===== src/rtl/hazard_pkg.sv =====
// Shared types and encodings for the pipeline hazard controller.
package hazard_pkg;

  // Slot tags are stored at a fixed width so the record type can live here;
  // the controller zero-extends its RW-bit tags, so NREG may be up to 256.
  localparam int TAG_W_MAX = 8;

  // EX operand source select
  localparam logic [1:0] FWD_RF  = 2'b00;
  localparam logic [1:0] FWD_EXM = 2'b01;
  localparam logic [1:0] FWD_MWB = 2'b10;

  // One in-flight instruction as seen by the hazard logic
  typedef struct packed {
    logic                 valid;
    logic [TAG_W_MAX-1:0] rd;
    logic                 we;
    logic                 load;
  } slot_t;

  localparam slot_t SLOT_EMPTY = '0;

  // A source depends on a slot only if it is actually read and the slot
  // really writes a non-zero register with the same tag.
  function automatic logic slot_match(input logic                 src_used,
                                      input logic [TAG_W_MAX-1:0] src_tag,
                                      input slot_t                s);
    return src_used && s.valid && s.we && (s.rd != '0) && (s.rd == src_tag);
  endfunction

endpackage


===== src/rtl/hazard_ctrl_sat_counter.sv =====
// Saturating up-counter with asynchronous active-low clear.
module sat_counter #(
  parameter int W = 16
) (
  input  logic         clk,
  input  logic         clr_n,
  input  logic         inc,
  output logic [W-1:0] cnt
);

  // Count up on inc, sticking at all-ones instead of wrapping
  always_ff @(posedge clk or negedge clr_n) begin
    if (!clr_n) begin
      cnt <= '0;
    end else if (inc && (cnt != '1)) begin
      cnt <= cnt + W'(1);
    end
  end

endmodule


===== src/rtl/hazard_ctrl.sv =====
// Pipeline hazard controller: tracks EX/MEM/WB destinations, decides
// front-end stalls, bubbles and flushes, and registers operand forwarding.
module hazard_ctrl
  import hazard_pkg::*;
#(
  parameter  int NREG   = 32,
  parameter  int FWD_EN = 1,
  parameter  int REG_WT = 1,
  parameter  int CNT_W  = 16,
  localparam int RW     = $clog2(NREG)
) (
  input  logic             clk,
  input  logic             reset,
  input  logic             id_valid,
  input  logic [RW-1:0]    id_rs1,
  input  logic [RW-1:0]    id_rs2,
  input  logic             id_use1,
  input  logic             id_use2,
  input  logic [RW-1:0]    id_rd,
  input  logic             id_we,
  input  logic             id_load,
  input  logic             ex_busy,
  input  logic             ex_redirect,
  output logic             stall_fe,
  output logic             bubble_ex,
  output logic             flush_fd,
  output logic [1:0]       fwd_a,
  output logic [1:0]       fwd_b,
  output logic [CNT_W-1:0] stall_cnt,
  output logic [CNT_W-1:0] flush_cnt,
  output logic             proto_err
);

  logic [TAG_W_MAX-1:0] rs1_x;
  logic [TAG_W_MAX-1:0] rs2_x;
  slot_t                id_slot;
  slot_t                slot_ex;
  slot_t                slot_mem;
  slot_t                slot_wb;

  logic m_ex1, m_ex2, m_mem1, m_mem2, m_wb1, m_wb2;
  logic m_ex, m_mem, m_wb;
  logic raw_hazard;
  logic hazard;
  logic redirect_acc;
  logic issue;
  logic [1:0] sel_a;
  logic [1:0] sel_b;

  assign rs1_x = TAG_W_MAX'(id_rs1);
  assign rs2_x = TAG_W_MAX'(id_rs2);

  // Record the ID instruction as it would look once it enters EX
  always_comb begin
    id_slot       = SLOT_EMPTY;
    id_slot.valid = 1'b1;
    id_slot.rd    = TAG_W_MAX'(id_rd);
    id_slot.we    = id_we;
    id_slot.load  = id_load;
  end

  // Per-source dependency checks against every in-flight slot
  always_comb begin
    m_ex1  = slot_match(id_use1, rs1_x, slot_ex);
    m_ex2  = slot_match(id_use2, rs2_x, slot_ex);
    m_mem1 = slot_match(id_use1, rs1_x, slot_mem);
    m_mem2 = slot_match(id_use2, rs2_x, slot_mem);
    m_wb1  = slot_match(id_use1, rs1_x, slot_wb);
    m_wb2  = slot_match(id_use2, rs2_x, slot_wb);
    m_ex   = m_ex1  | m_ex2;
    m_mem  = m_mem1 | m_mem2;
    m_wb   = m_wb1  | m_wb2;
  end

  // Decide whether the ID instruction must wait. With forwarding only a
  // load still in EX is too late; without it any EX/MEM producer is.
  // A WB producer is only a problem when the register file cannot
  // bypass its own write into a same-cycle read.
  always_comb begin
    raw_hazard = 1'b0;
    if (FWD_EN != 0) begin
      raw_hazard = (m_ex & slot_ex.load) | ((REG_WT == 0) & m_wb);
    end else begin
      raw_hazard = m_ex | m_mem | ((REG_WT == 0) & m_wb);
    end
    hazard = id_valid & raw_hazard;
  end

  // Pipeline control, priority busy > redirect > hazard; all quiet in reset
  always_comb begin
    stall_fe  = 1'b0;
    bubble_ex = 1'b0;
    flush_fd  = 1'b0;
    if (reset) begin
      if (ex_busy) begin
        stall_fe = 1'b1;
      end else if (ex_redirect) begin
        flush_fd  = 1'b1;
        bubble_ex = 1'b1;
      end else if (hazard) begin
        stall_fe  = 1'b1;
        bubble_ex = 1'b1;
      end
    end
  end

  assign redirect_acc = reset & ex_redirect & ~ex_busy;
  assign issue        = id_valid & ~stall_fe & ~redirect_acc;

  // Youngest producer wins: EX/MEM result beats MEM/WB result
  always_comb begin
    sel_a = FWD_RF;
    sel_b = FWD_RF;
    if (FWD_EN != 0) begin
      if (m_ex1)       sel_a = FWD_EXM;
      else if (m_mem1) sel_a = FWD_MWB;
      if (m_ex2)       sel_b = FWD_EXM;
      else if (m_mem2) sel_b = FWD_MWB;
    end
  end

  // Slot shift register; a busy EX keeps its instruction and emits holes
  always_ff @(posedge clk or negedge reset) begin
    if (!reset) begin
      slot_ex  <= SLOT_EMPTY;
      slot_mem <= SLOT_EMPTY;
      slot_wb  <= SLOT_EMPTY;
    end else if (ex_busy) begin
      slot_mem <= SLOT_EMPTY;
      slot_wb  <= slot_mem;
    end else begin
      slot_ex  <= issue ? id_slot : SLOT_EMPTY;
      slot_mem <= slot_ex;
      slot_wb  <= slot_mem;
    end
  end

  // Forwarding selects follow the instruction entering EX; bubbles read RF
  always_ff @(posedge clk or negedge reset) begin
    if (!reset) begin
      fwd_a <= FWD_RF;
      fwd_b <= FWD_RF;
    end else if (!ex_busy) begin
      if (issue) begin
        fwd_a <= sel_a;
        fwd_b <= sel_b;
      end else begin
        fwd_a <= FWD_RF;
        fwd_b <= FWD_RF;
      end
    end
  end

  // A redirect while EX is busy cannot be honoured; remember it until reset
  always_ff @(posedge clk or negedge reset) begin
    if (!reset) begin
      proto_err <= 1'b0;
    end else if (ex_redirect && ex_busy) begin
      proto_err <= 1'b1;
    end
  end

  sat_counter #(.W(CNT_W)) u_stall_cnt (
    .clk   (clk),
    .clr_n (reset),
    .inc   (stall_fe),
    .cnt   (stall_cnt)
  );

  sat_counter #(.W(CNT_W)) u_flush_cnt (
    .clk   (clk),
    .clr_n (reset),
    .inc   (redirect_acc),
    .cnt   (flush_cnt)
  );

endmodule


===== config.mk =====
export PLATFORM = sky130hd
export DESIGN_NAME = hazard_ctrl
export DESIGN_NICKNAME = d
export VERILOG_FILES = /design/src/rtl/hazard_pkg.sv /design/src/rtl/hazard_ctrl_sat_counter.sv /design/src/rtl/hazard_ctrl.sv
export SDC_FILE = /design/constraint.sdc
export NUM_CORES = 1
export LEC_CHECK = 0
export BUFFER_PORTS_ARGS = -buffer_cell sky130_fd_sc_hd__buf_2
export CAP_MARGIN = 20
export CORE_ASPECT_RATIO = 0.7
export CORE_MARGIN = 3
export CORE_UTILIZATION = 50
export DETAILED_ROUTE_END_ITERATION = 10
export GPL_TIMING_DRIVEN = 0
export PLACE_DENSITY = 0.76
export SYNTH_ARGS = -nofsm -noshare
export SYNTH_HDL_FRONTEND = slang
export SYNTH_SLANG_ARGS = --single-unit
export TNS_END_PERCENT = 1

===== constraint.sdc =====
create_clock -name clk -period 2.4 [get_ports clk]
set_input_delay 0.6 -clock clk [delete_from_list [all_inputs] [get_ports clk]]
set_output_delay 0.6 -clock clk [all_outputs]
set_load 0.02 [all_outputs]

; ---- Yosys cells after proc, flatten, opt, wreduce, memory -nomap -nowiden
; Cells that the tools add are included.
; Widths: inputs -> output; s select.
[totals]
reg_bits = 58
input_bits = 24
out_inout_bits = 40
word_cells = 69
[classes]
n_addsub = 2
n_eq_ne = 6
muxes = 18
bitwise = 10
reduce_logical = 21
[ops]
columns = op, count
row1 = $add 16x1->16 const B, 2
row2 = $eq 8x5->1, 4
row3 = $ne 16x16->1 const B, 2
row4 = $mux 11, 2
row5 = $logic_and 1x1->1, 19
row6 = $reduce_bool 8->1, 2
row7 = $mux 2, 6
row8 = $mux 1, 10
row9 = $and 1x1->1, 6
row10 = $not 1->1, 3
row11 = $or 1x1->1, 1

; ---- Longest topological paths before layout
; Gate-level depths: netlist of run 1.
[logic_depth]
word_depth = 15
depth_mapped = 7
depth_no_buf = 7

; ---- Modules after synthesis
; A second synthesis of run 1 with hierarchy kept.
[unflattened]
hier_cells = 240
area_unflattened_um2 = 2785.2
[by_module_without_submodules]
columns = module, instances, cells_per_inst, area_per_inst_um2, seq_area_each_um2
row1 = sat_counter, 2, 72, 859.6, 400.4
row2 = hazard_ctrl, 1, 96, 1066.0, 500.5

; ---- Least setup slack after synthesis of run 1
; Ideal clock, no wire load.
[synth_timing]
path_kind = input port to output port
start = input id_rs2[1]
end = output bubble_ex
arrival_time_ps = 2064
required_ps = 1800
path_slack_ps = -264
stages = 5
path_buffers = 0
path_cell_list = xnor2_1 nand4_1 nor4_1 nor2_1 o41ai_1
[synth_between]
elab_chain_cells = 9
[synth_lines]
columns = element, line_no
row1 = from (decl), hazard_ctrl.sv:16  ; input logic [RW-1:0] id_rs2,
row2 = $eq 8x5->1, hazard_pkg.sv:28  ; return src_used && s.valid && s.we && (s.rd != '0) && (s.rd == src_tag);
row3 = $logic_and 1x1->1, hazard_pkg.sv:28
row4 = $or 1x1->1, hazard_ctrl.sv:70  ; m_ex = m_ex1 | m_ex2;
row5 = $and 1x1->1, hazard_ctrl.sv:82  ; raw_hazard = (m_ex & slot_ex.load) | ((REG_WT == 0) & m_wb);
row6 = $and 1x1->1, hazard_ctrl.sv:86  ; hazard = id_valid & raw_hazard;
row7 = $mux 1, hazard_ctrl.sv:100  ; end else if (hazard) begin
row8 = $mux 1, hazard_ctrl.sv:97  ; end else if (ex_redirect) begin
row9 = $mux 1, hazard_ctrl.sv:95  ; if (ex_busy) begin
row10 = $mux 1, hazard_ctrl.sv:94  ; if (reset) begin
row11 = to (decl), hazard_ctrl.sv:25  ; output logic bubble_ex,
; Every way passes these cells.

; ---- Final worst setup path of run 1
[layout_timing]
start = register slot_ex[4] (netlist name)
end = output bubble_ex
[layout_between]
elab_chain_cells = 10
elab_cells_between_ends = 14
cone_classes = 2 x eq/ne / 4 x mux / 3 x bitwise / 5 x reduce/logical
[layout_lines]
columns = element, line_no
row1 = from (decl), hazard_ctrl.sv:37  ; slot_t slot_ex;
row2 = from (signal assigned), hazard_ctrl.sv:132  ; slot_ex <= issue ? id_slot : SLOT_EMPTY;
row3 = $reduce_bool 8->1, hazard_pkg.sv:28
row4 = $logic_and 1x1->1 (2 in series), hazard_pkg.sv:28
row5 = $or 1x1->1 *, hazard_ctrl.sv:70
row6 = $and 1x1->1 *, hazard_ctrl.sv:82
row7 = $and 1x1->1 *, hazard_ctrl.sv:86
row8 = $mux 1 *, hazard_ctrl.sv:100
row9 = $mux 1 *, hazard_ctrl.sv:97
row10 = $mux 1 *, hazard_ctrl.sv:95
row11 = $mux 1 *, hazard_ctrl.sv:94
; Mark *: on every way between the ends. The rest lies on a longest branch, timed or not.

==> results.txt, run 1 <==
The total detailed-routing wirelength came out at 6130 microns. The core box area is 4910 sq um. The compound-gate portion of the synthesized area came out at 12.9%. The width of the die came out at 92.3 microns. The average via count per standard cell came out at 5.42. The wire-length estimate of the detail-placed layout is 4350 microns. The total die area came out at 6130 sq um. The count of cell types in the netlist came out at 42. The tightest slew margin relative to the limit came out at 66.5%. The synthesized instance count is 237.

Setup violations remaining at the end of the flow were counted as 3. The starting density of the core came out at 53.1%. The average cell area after synthesis came out at 11.0 sq um. The share of power burned in registers is 49.9%.

Yosys printed 0 warnings. The final RePlAce weighted congestion is 0.852. The critical path in this run is classified as flip-flop to primary output.

The signed area change from the synthesized netlist to the final layout came out at 27.9%. The number of hold violations in the final report came out at 0. The path class of the tightest hold or removal check is input port to async pin. The total count of max-transition violations in the final report came out at 0. The top cell type by area accounts for 49.9% of the synthesized area. The total power came out at 0.00227 W.

CTS saw 52 sinks. The post-route clock period utilization came out at 114%. The fraction of registers with async set or reset after synthesis came out at 100%. The combined area of all synthesized cells came out at 2610 sq um. Cell internal power was estimated by the tool at 0.00151 W.

In the synthesized netlist the dominant register cell turns out to be sky130_fd_sc_hd__dfrtp_1. The smallest setup slack after layout is -326 ps. The fraction of synthesized area in multiplexers came out at 1.73%.

The delay of the slowest cell on the worst path is 540 ps. The final core utilization is 67.9%. The remaining design rule violation count is 0. During I/O placement, the number of pins put on the boundary was 64. The remaining global-route overflow is 0. The root buffer cell chosen for the clock tree is sky130_fd_sc_hd__clkbuf_8. The worst path required time came out at 1800 ps. The clock tree synthesis step divided the H-tree into 2 levels. The detailed-route via count came out at 2,091. The aggregate global-route resource usage came out at 20.5%. Setup repair after global routing could not meet its margin everywhere. The initial antenna violation count is 0. Setup total negative slack on the finished layout was measured at -580 ps. Summing the areas of all and, or, nand and nor instances in the mapped netlist gives 17.5% of the synthesized area. The critical path goes through or4_4 -> o211ai_4 -> buf_6 -> nor4_4 -> nor2_2 -> o41ai_4 -> buf_4. The fraction of power spent switching nets came out at 33.4%. The number of buffer and inverter stages on the critical path is 2. The filler cell count came out at 374. The register area share after synthesis came out at 49.9%. The clock network power share is 25.1%. Summed over all cells, the static leakage comes to 1.58 nW.

The count of input and output buffers came out at 63. The fraction of layout cells with a size suffix above 1 is 32.5%. Max-cap violations in this run came to 0.

The kind of start point of the critical path is a flip-flop. The worst supply voltage drop on vdd came out at 532 uV. The largest total area in the synthesized netlist belongs to sky130_fd_sc_hd__dfrtp_1.

The pin count of the biggest net entering global routing is 41. Data on the critical path arrives at its endpoint at 2130 ps. The average wire per cell in the routed design came out at 15.9 microns. The number of inserted diodes is 0. The CTS tree is built. The clock tree buffer depth came out at 2. The clock latency of the later-clocked register in the worst-skew pair came out at 300 ps. The measured slew at the worst slew-check pin is 503 ps. The power per unit of standard cell area is 679 nW/um^2. The total clock buffers created by CTS came out at 5.

Between clock sinks in the finished design, the worst skew comes to 9.55 ps. The timing-limited maximum frequency is 367 MHz. The register bit total from synthesis came out at 52. The combinational share of power is 25.1%. The number of DRC markers after the initial detailed-route iteration came out at 100.

The checks that failed: negative setup slack. The floorplan row count came out at 21. Measured along the y axis, the die boundary spans 66.4 microns.

The first-pass detailed-route iteration total came out at 4. The slowest stage of the critical path belongs to the cell sky130_fd_sc_hd__or4_4. The clock-pin slew of the registers on the worst-case setup and hold paths came out at 90 ps.

Timing analysis after detailed placement gives a worst setup slack of -684 ps. The largest fanout on the critical path came out at 5. STA classifies the critical path endpoint as a primary output. The synthesized netlist devotes 15.1% of its cell area to XOR and XNOR gates. The count of flip-flops with a built-in enable after synthesis came out at 0.

The flow ran to the end, but the final reports show violations. The analysis attributes to net switching a power of 0.000757 W. The minimum clock period after layout came out at 2730 ps. The via count of the first global-routing pass came out at 1,951. The arithmetic-cell share of the synthesized area counting full adders, half adders and majority gates is 0.959%. The remaining antenna violation count came out at 0. The cell class contributing the biggest share of worst-path delay is simple AND/OR/NAND/NOR gates. The number of nets produced by synthesis is 263. By area the synthesized netlist is led by sky130_fd_sc_hd__dfrtp_1 (50%), sky130_fd_sc_hd__xor2_1 (7.7%), sky130_fd_sc_hd__xnor2_1 (7.4%), sky130_fd_sc_hd__a22o_1 (3.0%), sky130_fd_sc_hd__a211oi_1 (2.9%). The final net count is 344. The first global-routing pass estimated 9830 microns of wire.

By area, the combinational part of the netlist is dominated by simple AND/OR/NAND/NOR gates.
## through the flow
stage | instances | hold WS (ps) | area (sq um)
2_1_floorplan | 237 | 304 | 2630
3_3_place_gp | 369 | 437 | 3030
3_5_place_dp | 370 | 439 | 3050
4_1_cts | 382 | 113 | 3270
5_1_grt | 386 | 95.4 | 3340
6_report | 386 | 99.0 | 3340
## synthesized netlist by cell type, types with 3 or more instances
cell,n
sky130_fd_sc_hd__inv_1,6
sky130_fd_sc_hd__a21oi_1,7
sky130_fd_sc_hd__nor2_1,9
sky130_fd_sc_hd__nand2_1,19
sky130_fd_sc_hd__nor2b_1,7
sky130_fd_sc_hd__nand3_1,14
sky130_fd_sc_hd__nor3_1,5
sky130_fd_sc_hd__dfrtp_1,52
sky130_fd_sc_hd__nand4_1,8
sky130_fd_sc_hd__nor4_1,5
sky130_fd_sc_hd__a211oi_1,10
sky130_fd_sc_hd__xor2_1,23
sky130_fd_sc_hd__mux2_1,4
sky130_fd_sc_hd__xnor2_1,22
sky130_fd_sc_hd__a22o_1,9
sky130_fd_sc_hd__clkbuf_1,3
## repair_timing
action | 4_1_cts | 5_1_grt
gates resized for setup | 17 | 7
endpoints found under the setup margin | 13 | 19
pin swaps | 5 | 7
hold buffers | 0 | 0
buffers inserted | 6 | 4
## final cells by class
class                      instances  area (sq um)  share of cell area, %
tap                               69          86.3                   2.59
inverter                           7          26.3                  0.788
sequential                        52          1310                   39.1
clock buffer                       5          68.8                   2.06
multi-input combinational        173          1360                   40.6
clock inverter                     1          30.0                  0.900
timing repair buffer              74           434                   13.0
buffer                             5          30.0                  0.900
## metal layers
| metal | GRT usage (%) | part of all wire, % | vias to the layer above |
|---|---|---|---|
| met5 | 0 | 0 | - |
| met4 | 5.19 | 0.72 | 0 |
| met3 | 5.23 | 6.2 | 5 |
| met2 | 29.3 | 45 | 60 |
| met1 | 30.8 | 48 | 1011 |
| li1 | - | - | 1015 |
## path summary, 6_finish.rpt
kind / startpoint / endpoint / slack [ps] / cells past startpoint
max: slot_ex[4]$_DFFE_PN0N_ / bubble_ex / -330 / 7
min: reset / u_stall_cnt.cnt[9]$_DFFE_PN0P_ / 100 / 1
max reg2reg: slot_ex[4]$_DFFE_PN0N_ / u_stall_cnt.cnt[12]$_DFFE_PN0P_ / 0 / 8
min reg2reg: proto_err$_DFFE_PN0P_ / proto_err$_DFFE_PN0P_ / 460 / 1
max in group asynchronous: reset / slot_ex[3]$_DFFE_PN0N_ / 1880 / 2
min in group clk: proto_err$_DFFE_PN0P_ / proto_err$_DFFE_PN0P_ / 460 / 1
## power groups by stage
stage	Clock, W	Combinational, W	Sequential, W
global route	0.000616	0.000625	0.00115
CTS	0.000581	0.000553	0.00113
global placement	0	0.000509	0.00114
finish	0.000569	0.000568	0.00113
floorplan	0	0.000222	0.00123
detailed placement	0	0.000525	0.00114
## cell families (layout without fill, tap and decap cells)
| logic type | Yosys count | after routing |
|---|---|---|
| adders and majority gates | 2 | 2 |
| muxes | 4 | 4 |
| buffers and inverters | 12 | 92 |
| DFF | 52 | 52 |
| AOI/OAI and AO/OA | 41 | 41 |
| xor gates and xnor gates | 45 | 45 |
| and+or+nand+nor | 81 | 81 |
## worst reg2reg max path: stages, from the launching register on
cell and delay, ps:
sky130_fd_sc_hd__dfrtp_2 460, sky130_fd_sc_hd__buf_4 160, sky130_fd_sc_hd__xnor2_1 140, sky130_fd_sc_hd__nand4_1 220
sky130_fd_sc_hd__nor3_2 270, sky130_fd_sc_hd__o21ai_4 80, sky130_fd_sc_hd__buf_4 190, sky130_fd_sc_hd__a2111oi_2 400
sky130_fd_sc_hd__mux2_1 360
## state kept, by name, summed over array words and instances (netlist names)
register	cells
fwd_a	2
proto_err	1
u_stall_cnt.cnt	16
u_flush_cnt.cnt	16
slot_mem	7
fwd_b	2
slot_ex	8
## layout by cell type (no fill, tap or decap), types with 2 or more instances in the layout
cell / n
sky130_fd_sc_hd__buf_2: 61
sky130_fd_sc_hd__dfrtp_1: 49
sky130_fd_sc_hd__xor2_1: 23
sky130_fd_sc_hd__xnor2_1: 22
sky130_fd_sc_hd__nand2_1: 19
sky130_fd_sc_hd__nand3_1: 14
sky130_fd_sc_hd__buf_4: 11
sky130_fd_sc_hd__a211oi_1: 10
sky130_fd_sc_hd__a22o_1: 9
sky130_fd_sc_hd__nand4_1: 8
sky130_fd_sc_hd__nor2_1: 8
sky130_fd_sc_hd__nor2b_1: 7
sky130_fd_sc_hd__a21oi_1: 7
sky130_fd_sc_hd__inv_1: 6
sky130_fd_sc_hd__clkbuf_8: 5
sky130_fd_sc_hd__mux2_1: 4
sky130_fd_sc_hd__clkbuf_1: 3
sky130_fd_sc_hd__nor4_2: 3
sky130_fd_sc_hd__nor3_1: 3
sky130_fd_sc_hd__dfrtp_2: 3
sky130_fd_sc_hd__nor3_2: 2
sky130_fd_sc_hd__buf_6: 2
sky130_fd_sc_hd__nor4_4: 2
sky130_fd_sc_hd__and3_1: 2
sky130_fd_sc_hd__and4_1: 2
sky130_fd_sc_hd__a31oi_1: 2
sky130_fd_sc_hd__nor4b_4: 2
sky130_fd_sc_hd__nor4_1: 2
sky130_fd_sc_hd__a32o_1: 2
sky130_fd_sc_hd__a21o_1: 2
sky130_fd_sc_hd__ha_1: 2
No activity file was read; power rests on OpenSTA's default activity.
==> run 2: changes to the inputs <==
CORE_MARGIN = not set   (was 3)
==> results.txt, run 2 (synthesis gave the netlist of run 1 again) <==
The flow ran to the end, but the final reports show violations. The final reports fail on negative setup slack. The final clock skew is 2.92 ps (-6.63 ps). The clock-pin slew of the registers on the worst-case setup and hold paths came out at 90 ps (about the same).

The arrival time at the worst endpoint is 2130 ps (about the same). The global-route met2 utilization is 32.8% (+3.5 points). In the final layout, the registers with the most flip-flops are u_flush_cnt.cnt: 16 flops, u_stall_cnt.cnt: 16 flops, slot_ex: 8 flops. Compared with the post-synthesis result, the final layout area differs by 26.7%.

The smallest setup slack after layout came out at -329 ps (-3.75 ps). The number of inserted diodes came out at 0 (unchanged). The number of placed I/O pins is 64 (unchanged). The clock network power share came to 23.4% (-1.7 points).

The endpoint identified for the worst register-to-register timing path is u_stall_cnt.cnt[12]$_DFFE_PN0P_. The largest fanout on the critical path is 5 (unchanged). The initial antenna violation count is 0 (unchanged). The total clock buffers created by CTS is 5 (unchanged). The worst setup path is captured at a primary output. The cell depth of the worst flop-to-flop path came out at 7 (-1). In this run the worst setup path terminates at stall_fe. The finished layout cell area is 3310 sq um (-0.90%). The power per unit of standard cell area came out at 669 nW/um^2 (-1.5%). The total die area is 5520 sq um (-10%). The average via count per standard cell is 5.41 (about the same). The final core utilization is 67.6% (-0.25 points). The first-pass detailed-route iteration total came out at 4 (unchanged). The setup slack at placement came out at -901 ps (-218 ps).

The count of input and output buffers came out at 63 (unchanged). The global routing met1 resource utilization came out at 36.3% (+5.6 points). The total count of max-transition violations in the final report came out at 0 (unchanged). The height of the chip is 62.4 microns (-6.0%). The total placed cells including tap cells came out at 370 (unchanged). In this run the most used layer during global routing was met1. The hold-fix buffer count after cts was 0 (unchanged). In the layout the commonest cells are sky130_fd_sc_hd__buf_2 (61), sky130_fd_sc_hd__dfrtp_1 (49), sky130_fd_sc_hd__xor2_1 (23). The worst path required time came out at 1800 ps (about the same). The share of power burned in registers came out at 51.4% (+1.5 points). The wire length of the first global-routing pass came out at 9970 microns (+1.4%).

The net switching power of the design is 0.000769 W (+1.7%). The post-route non-filler standard cell count was 385 (-0.26%). The post-route clock period utilization came out at 114% (+0.16 points). The number of clock sinks is 52 (unchanged). The remaining design rule violation count came out at 0 (unchanged). The instance area after placement is 3050 sq um (unchanged). The leakage power summed over all cells came out at 1.56 nW (-1.5%). The commonest non-fill, non-tap cell in the layout is sky130_fd_sc_hd__buf_2. The launch point of the worst reg-to-reg path is slot_ex[6]$_DFFE_PN0N_. Setup repair after global routing could not meet its margin everywhere.

The starting density of the core came out at 53.4% (+0.29 points). The measured slew at the worst slew-check pin was 579 ps (+75.3 ps). The final RePlAce weighted congestion came out at 0.872 (+2.4%). The minimum clock period after layout is 2730 ps (+3.75 ps). The critical path goes through xnor2_1 -> nand4_1 -> nor3_1 -> o21ai_4 -> buf_6 -> nand2_1 -> buf_2. The clock latency of the later-clocked register in the worst-skew pair was 310 ps (about the same).

The average wire per cell in the routed design came to 15.3 microns (-3.4%). The CTS tree is built. The width of the die is 88.3 microns (-4.3%). The critical path in this run is classified as flip-flop to primary output. The root buffer cell chosen for the clock tree is sky130_fd_sc_hd__clkbuf_8. The number of DRC markers after the initial detailed-route iteration is 118 (+18%). On the critical path, the stage with the largest delay is an instance of sky130_fd_sc_hd__dfrtp_1. The worst min-delay path category is input port to async pin. The combinational share of power was 25.2% (about the same). The deepest level of the CTS H-tree came out at 2 (unchanged). The number of hold violations in the final report was 0 (unchanged). The met3 track demand over resource in global routing was 7.13% (+1.9 points).

The worst supply voltage drop on vdd is 577 uV (+8.5%). The total of endpoints with negative setup slack in the final report is 3 (unchanged). The timing-limited maximum frequency is 366 MHz (-0.14%). The total detailed-routing wirelength came to 5900 microns (-3.7%).

The via count of the first global-routing pass came out at 2,051 (+5.1%). The clock tree buffer depth is 2 (unchanged). The core box area came to 4890 sq um (-0.53%). The total negative setup slack is -692 ps (-112 ps). The internal power came out at 0.00144 W (-4.4%). The remaining global-route overflow is 0 (unchanged). The remaining antenna violation count came to 0 (unchanged). The start point of the critical path is slot_ex[6]$_DFFE_PN0N_.

The final net count was 341 (-0.87%). The total half-perimeter wirelength after legalization and detailed placement is 4390 microns (+0.96%). The tightest slew margin relative to the limit came out at 61.1% (-5.3 points). The fraction of layout cells with a size suffix above 1 came to 30.7% (-1.8 points). The max-capacitance violation count is 0 (unchanged). The pin count of the biggest net entering global routing is 31 (-24%).

The detailed-route via count is 2,084 (-0.33%). The delay of the slowest cell on the worst path came out at 490 ps (-50 ps). The fraction of power spent switching nets is 34.8% (+1.4 points).

The floorplan row count is 21 (unchanged). The aggregate global-route resource usage came out at 24.0% (+3.5 points). The kind of start point of the critical path is a flip-flop. The worst setup slack for register-to-register paths is -60 ps (-60 ps).
==> run 2: cell types whose count changed in the layout (fill, tap and decap cells not counted), moves of 2 or more <==
cell	previous run	this run
sky130_fd_sc_hd__buf_4	11	8
sky130_fd_sc_hd__clkbuf_1	3	5
sky130_fd_sc_hd__nor3_1	3	5
sky130_fd_sc_hd__nor3_2	2	0
==> run 2: worst min path at each step <==
stage | start | endpoint | slack (ps) | depth (start not counted)
2_1_floorplan | reset | fwd_a[0]$_DFFE_PN0N_ | 300 | 0
3_3_place_gp | proto_err$_DFFE_PN0P_ | proto_err$_DFFE_PN0P_ | 440 | 1
3_5_place_dp | proto_err$_DFFE_PN0P_ | proto_err$_DFFE_PN0P_ | 440 | 1
4_1_cts | reset | proto_err$_DFFE_PN0P_ | 150 | 1
5_1_grt | reset | u_stall_cnt.cnt[15]$_DFFE_PN0P_ | 90 | 1
6_report | reset | slot_mem[4]$_DFF_PN0_ | 100 | 1
==> run 2: critical path, delay by kind of cell (launching register included) <==
kind            cells  cell delay [ps]
simple gates        3              720
compound gates      1              110
buf+inv             2              310
xor+xnor            1              190
flops               1              490
==> run 2: metal layers <==
layer  vias to the layer above  share of wire [%]
met5                         -                  0
met3                         9                5.5
met1                       995                 52
li1                       1013                  -
met4                         0                1.6
met2                        67                 41
==> run 2: power groups by stage <==
stage,combinational (W),clock [W],sequential [W]
2_1_floorplan,0.000222,0,0.00123
3_3_place_gp,0.000506,0,0.00114
3_5_place_dp,0.000524,0,0.00115
4_1_cts,0.000549,0.000525,0.00113
5_1_grt,0.000611,0.000581,0.00115
6_report,0.000558,0.000518,0.00114
==> run 2: area by class of cell <==
class | instances | area, sq um
fillers | 379 | 1580
plain buffers | 5 | 30.0
well taps | 69 | 86.3
flip-flops and latches | 52 | 1310
clock buffers | 8 | 90.1
repair buffers | 71 | 417
inverters | 7 | 26.3
multi-input cells | 173 | 1350
==> run 2: metrics by stage <==
step	power (W)	hold slack, ps
2_1_floorplan	0.00145	304
3_3_place_gp	0.00165	437
3_5_place_dp	0.00167	439
4_1_cts	0.00220	150
5_1_grt	0.00235	90.2
6_report	0.00221	101
==> run 2: what timing repair did <==
action	in CTS	in global routing
endpoints found under the setup margin	20	18
gates resized for setup	16	7
pin swaps	4	6
setup buffers	6	1
==> run 3: changes to the inputs <==
ABC_AREA = 1   (was not set)
CAP_MARGIN = not set   (was 20)
PLACE_DENSITY = 0.74   (was 0.76)
==> results.txt, run 3 <==
The final RePlAce weighted congestion is 0.979 (+12%). The fraction of the mapped netlist area in simple logic gates came to 32.7% (+15 points). The count of cell types in the netlist came out at 34 (-19%). The total half-perimeter wirelength after legalization and detailed placement is 5040 microns (+15%). Setup repair after global routing left no endpoint under its margin. The tree is rooted in a sky130_fd_sc_hd__clkbuf_8. By area the synthesized netlist is led by sky130_fd_sc_hd__dfrtp_1 (44%), sky130_fd_sc_hd__nand2_1 (13%), sky130_fd_sc_hd__nand3_1 (6.1%), sky130_fd_sc_hd__xnor2_1 (5.9%), sky130_fd_sc_hd__xor2_1 (5.9%). The power per unit of standard cell area came out at 576 nW/um^2 (-14%).

The fraction of synthesized area in multiplexers is 0% (-1.7 points). The share of Yosys cell area claimed by the top area cell type was 44.0% (-5.8 points). The average cell area after synthesis is 7.90 sq um (-28%). The remaining antenna violation count is 0 (unchanged). The total of endpoints with negative setup slack in the final report is 0 (-3).

The type of element capturing the critical path is a primary output. For this run, the leading register cell type out of synthesis is sky130_fd_sc_hd__dfrtp_1. The arithmetic-cell share of the synthesized area counting full adders, half adders and majority gates came out at 0.847% (-0.11 points). The instance area after placement came out at 3360 sq um (+10%). The number of inserted diodes came out at 0 (unchanged). The critical path goes through inv_2 -> nand2_1 -> nor2_2 -> nor2_2 -> nand2_1 -> nand2_2 -> nand3_4 -> nand2_8 -> buf_4. The timing-limited maximum frequency came out at 439 MHz (+20%).

Leaving out fill and tap cells, the most frequent cell in the layout is sky130_fd_sc_hd__nand2_1. The clock-pin slew of the registers on the worst-case setup and hold paths was 100 ps (about the same). The fraction of registers with async set or reset after synthesis came out at 100% (unchanged).

The remaining global-route overflow is 0 (unchanged). The combined area of all synthesized cells is 2950 sq um (+13%). The compound-gate portion of the synthesized area is 3.13% (-9.8 points). The core box area was 5700 sq um (+17%). The via count of the first global-routing pass came to 2,467 (+20%). The commonest cells after synthesis are sky130_fd_sc_hd__nand2_1 (104), sky130_fd_sc_hd__dfrtp_1 (52), sky130_fd_sc_hd__inv_1 (41), sky130_fd_sc_hd__nand3_1 (36), sky130_fd_sc_hd__nor2_1 (34).

The tightest slew margin relative to the limit is 68.6% (+7.4 points). The delay of the slowest cell on the worst path was 450 ps (-40 ps). The largest total area in the synthesized netlist belongs to sky130_fd_sc_hd__dfrtp_1. The leakage power summed over all cells came out at 1.84 nW (+18%). The remaining design rule violation count came out at 0 (unchanged). The clock tree buffer depth is 2 (unchanged). The floorplan row count is 23 (+9.5%). The final net count came out at 474 (+39%). The arrival time at the worst endpoint is 1680 ps (-450 ps).

The category of the most critical setup path is flip-flop to primary output. The worst supply voltage drop on vdd is 479 uV (-17%). The number of placed I/O pins is 64 (unchanged). The clock latency of the later-clocked register in the worst-skew pair came out at 310 ps (about the same).

The largest fanout on the critical path came out at 6 (+1). The register bit total from synthesis is 52 (unchanged). The setup slack at placement came to -711 ps (+191 ps).

The finished layout cell area was 3540 sq um (+7.0%). The aggregate global-route resource usage is 22.9% (-1.1 points). The wire length of the first global-routing pass came to 11,100 microns (+11%). The count of flip-flops with a built-in enable after synthesis is 0 (unchanged).

The hold-fix buffer count after cts came out at 0 (unchanged). The pin count of the biggest net entering global routing is 56 (+81%). The CTS tree is built. The total detailed-routing wirelength is 6760 microns (+15%). The initial antenna violation count came to 0 (unchanged). The final clock skew came out at 9.42 ps (+6.50 ps). The fraction of layout cells with a size suffix above 1 came out at 24.5% (-6.2 points). The width of the die came out at 93.9 microns (+6.3%). The minimum clock period after layout is 2280 ps (-452 ps).

The total die area is 6220 sq um (+13%). The deepest level of the CTS H-tree is 2 (unchanged). The run finished with clean final reports. The first-pass detailed-route iteration total came to 4 (unchanged).

The number of hold violations in the final report is 0 (unchanged). The largest registers in the layout are u_flush_cnt.cnt: 16 flops, u_stall_cnt.cnt: 16 flops, slot_ex: 8 flops. The height of the chip is 66.3 microns (+6.2%). The largest family of logic cells by synthesized area is simple AND/OR/NAND/NOR gates.

The detailed-route via count was 2,690 (+29%). The total count of max-transition violations in the final report is 0 (unchanged). The starting density of the core came out at 51.8% (-1.5 points).

The synthesized instance count came out at 374 (+58%). The worst path required time came to 1800 ps (about the same). The min-delay analysis places its worst path in the category input port to async pin. In the layout the commonest cells are sky130_fd_sc_hd__nand2_1 (104), sky130_fd_sc_hd__buf_2 (62), sky130_fd_sc_hd__dfrtp_1 (51). The most instantiated library cell after synthesis is sky130_fd_sc_hd__nand2_1. The measured slew at the worst slew-check pin is 472 ps (-107 ps). The number of DRC markers after the initial detailed-route iteration came out at 103 (-13%). The signed area change from the synthesized netlist to the final layout is 19.7%.

The max-capacitance violation count is 0 (unchanged). The number of clock sinks is 52 (unchanged). The average via count per standard cell came out at 5.13 (-5.2%). The average wire per cell in the routed design came out at 12.9 microns (-16%). The post-route clock period utilization was 94.9% (-19 points). The smallest setup slack after layout came out at 122 ps (+452 ps). The worst setup path is launched from a flip-flop.

The number of nets produced by synthesis is 400 (+52%). The total clock buffers created by CTS is 5 (unchanged). The register area share after synthesis is 44.0% (-5.8 points). The number of warnings reported in the yosys synthesis log is 0 (unchanged). The count of input and output buffers came out at 63 (unchanged).

Among all stages on the critical path, the largest delay is contributed by sky130_fd_sc_hd__dfrtp_1. The xor/xnor share of the synthesized area is 11.9% (-3.2 points). The total negative setup slack is 0 ps (+692 ps).
run 3: cell count changes after synthesis, sizes merged, moves of 6 or more:
| cell | delta |
|---|---|
| nand3 | +24 |
| nand2 | +89 |
| inv | +43 |
| o22ai | +6 |
| nor2 | +27 |
| a21oi | -6 |
| a22o | -9 |
| nor3 | +6 |
| nor2b | -7 |
| a211oi | -9 |
run 3: worst paths after layout:
| path | from | endpoint | slack [ps] | cells after the start |
|---|---|---|---|---|
| setup / recovery | slot_ex[5]$_DFFE_PN0N_ | stall_fe | 120 | 9 |
| hold / removal | reset | slot_mem[2]$_DFF_PN0_ | 230 | 1 |
| setup reg to reg | u_stall_cnt.cnt[0]$_DFFE_PN0P_ | u_stall_cnt.cnt[13]$_DFFE_PN0P_ | 550 | 8 |
| hold reg to reg | fwd_a[1]$_DFFE_PN0N_ | fwd_a[1]$_DFFE_PN0N_ | 490 | 2 |
| max in group asynchronous | reset | slot_ex[2]$_DFFE_PN0N_ | 1840 | 1 |
| min in group clk | fwd_a[1]$_DFFE_PN0N_ | fwd_a[1]$_DFFE_PN0N_ | 490 | 2 |
run 3: power by group:
group / switching [W] / internal [W]
Combinational: 0.000279 / 0.000178
Sequential: 0.000119 / 0.000956
Clock: 0.000296 / 0.000208
run 3: cell type report:
class | count | area [sq um]
well taps | 75 | 93.8
inverters | 50 | 188
clock buffers | 6 | 72.6
clock inverters | 2 | 16.3
flip-flops and latches | 52 | 1300
multi-input cells | 268 | 1480
plain buffers | 4 | 25.0
repair buffers | 67 | 359
fillers | 514 | 2160
run 3: what timing repair did:
action / CTS / global route
setup endpoints to repair: 10 / 2
resized for setup: 3 / 12
setup buffers: 0 / 4
pin swaps: 0 / 7
gates cloned: 0 / 1
run 3: critical path, delay by kind of cell (launching register included):
| family | cells | cell delay [ps] |
|---|---|---|
| simple gates | 7 | 650 |
| flops | 1 | 450 |
| buf+inv | 2 | 260 |
run 3: routing by layer:
layer | GRT usage, % | part of all wire, % | vias up
li1 | - | - | 1330
met5 | 0 | 0 | -
met2 | 35.9 | 45 | 88
met4 | 4.62 | 1.1 | 0
met3 | 4.94 | 6.2 | 11
met1 | 32.6 | 48 | 1261
run 3: stage by stage:
step           total power (W)  utilization, %  std cells  hold WS (ps)
2_1_floorplan          0.00135               -        374           304
3_3_place_gp           0.00151            59.0        512           463
3_5_place_dp           0.00153            59.0        512           470
4_1_cts                0.00203            60.7        519           253
5_1_grt                0.00215            62.1        524           267
6_report               0.00204            62.1        524           234
run 3: kinds of logic (layout without fill, tap and decap cells):
logic type / after synthesis / after routing
XOR/XNOR: 40 / 40
buffers and inverters: 55 / 129
flip-flops: 52 / 52
AO/OA/AOI/OAI: 16 / 16
adder cells (fa/ha/maj): 2 / 2
AND/OR/NAND/NOR: 209 / 210
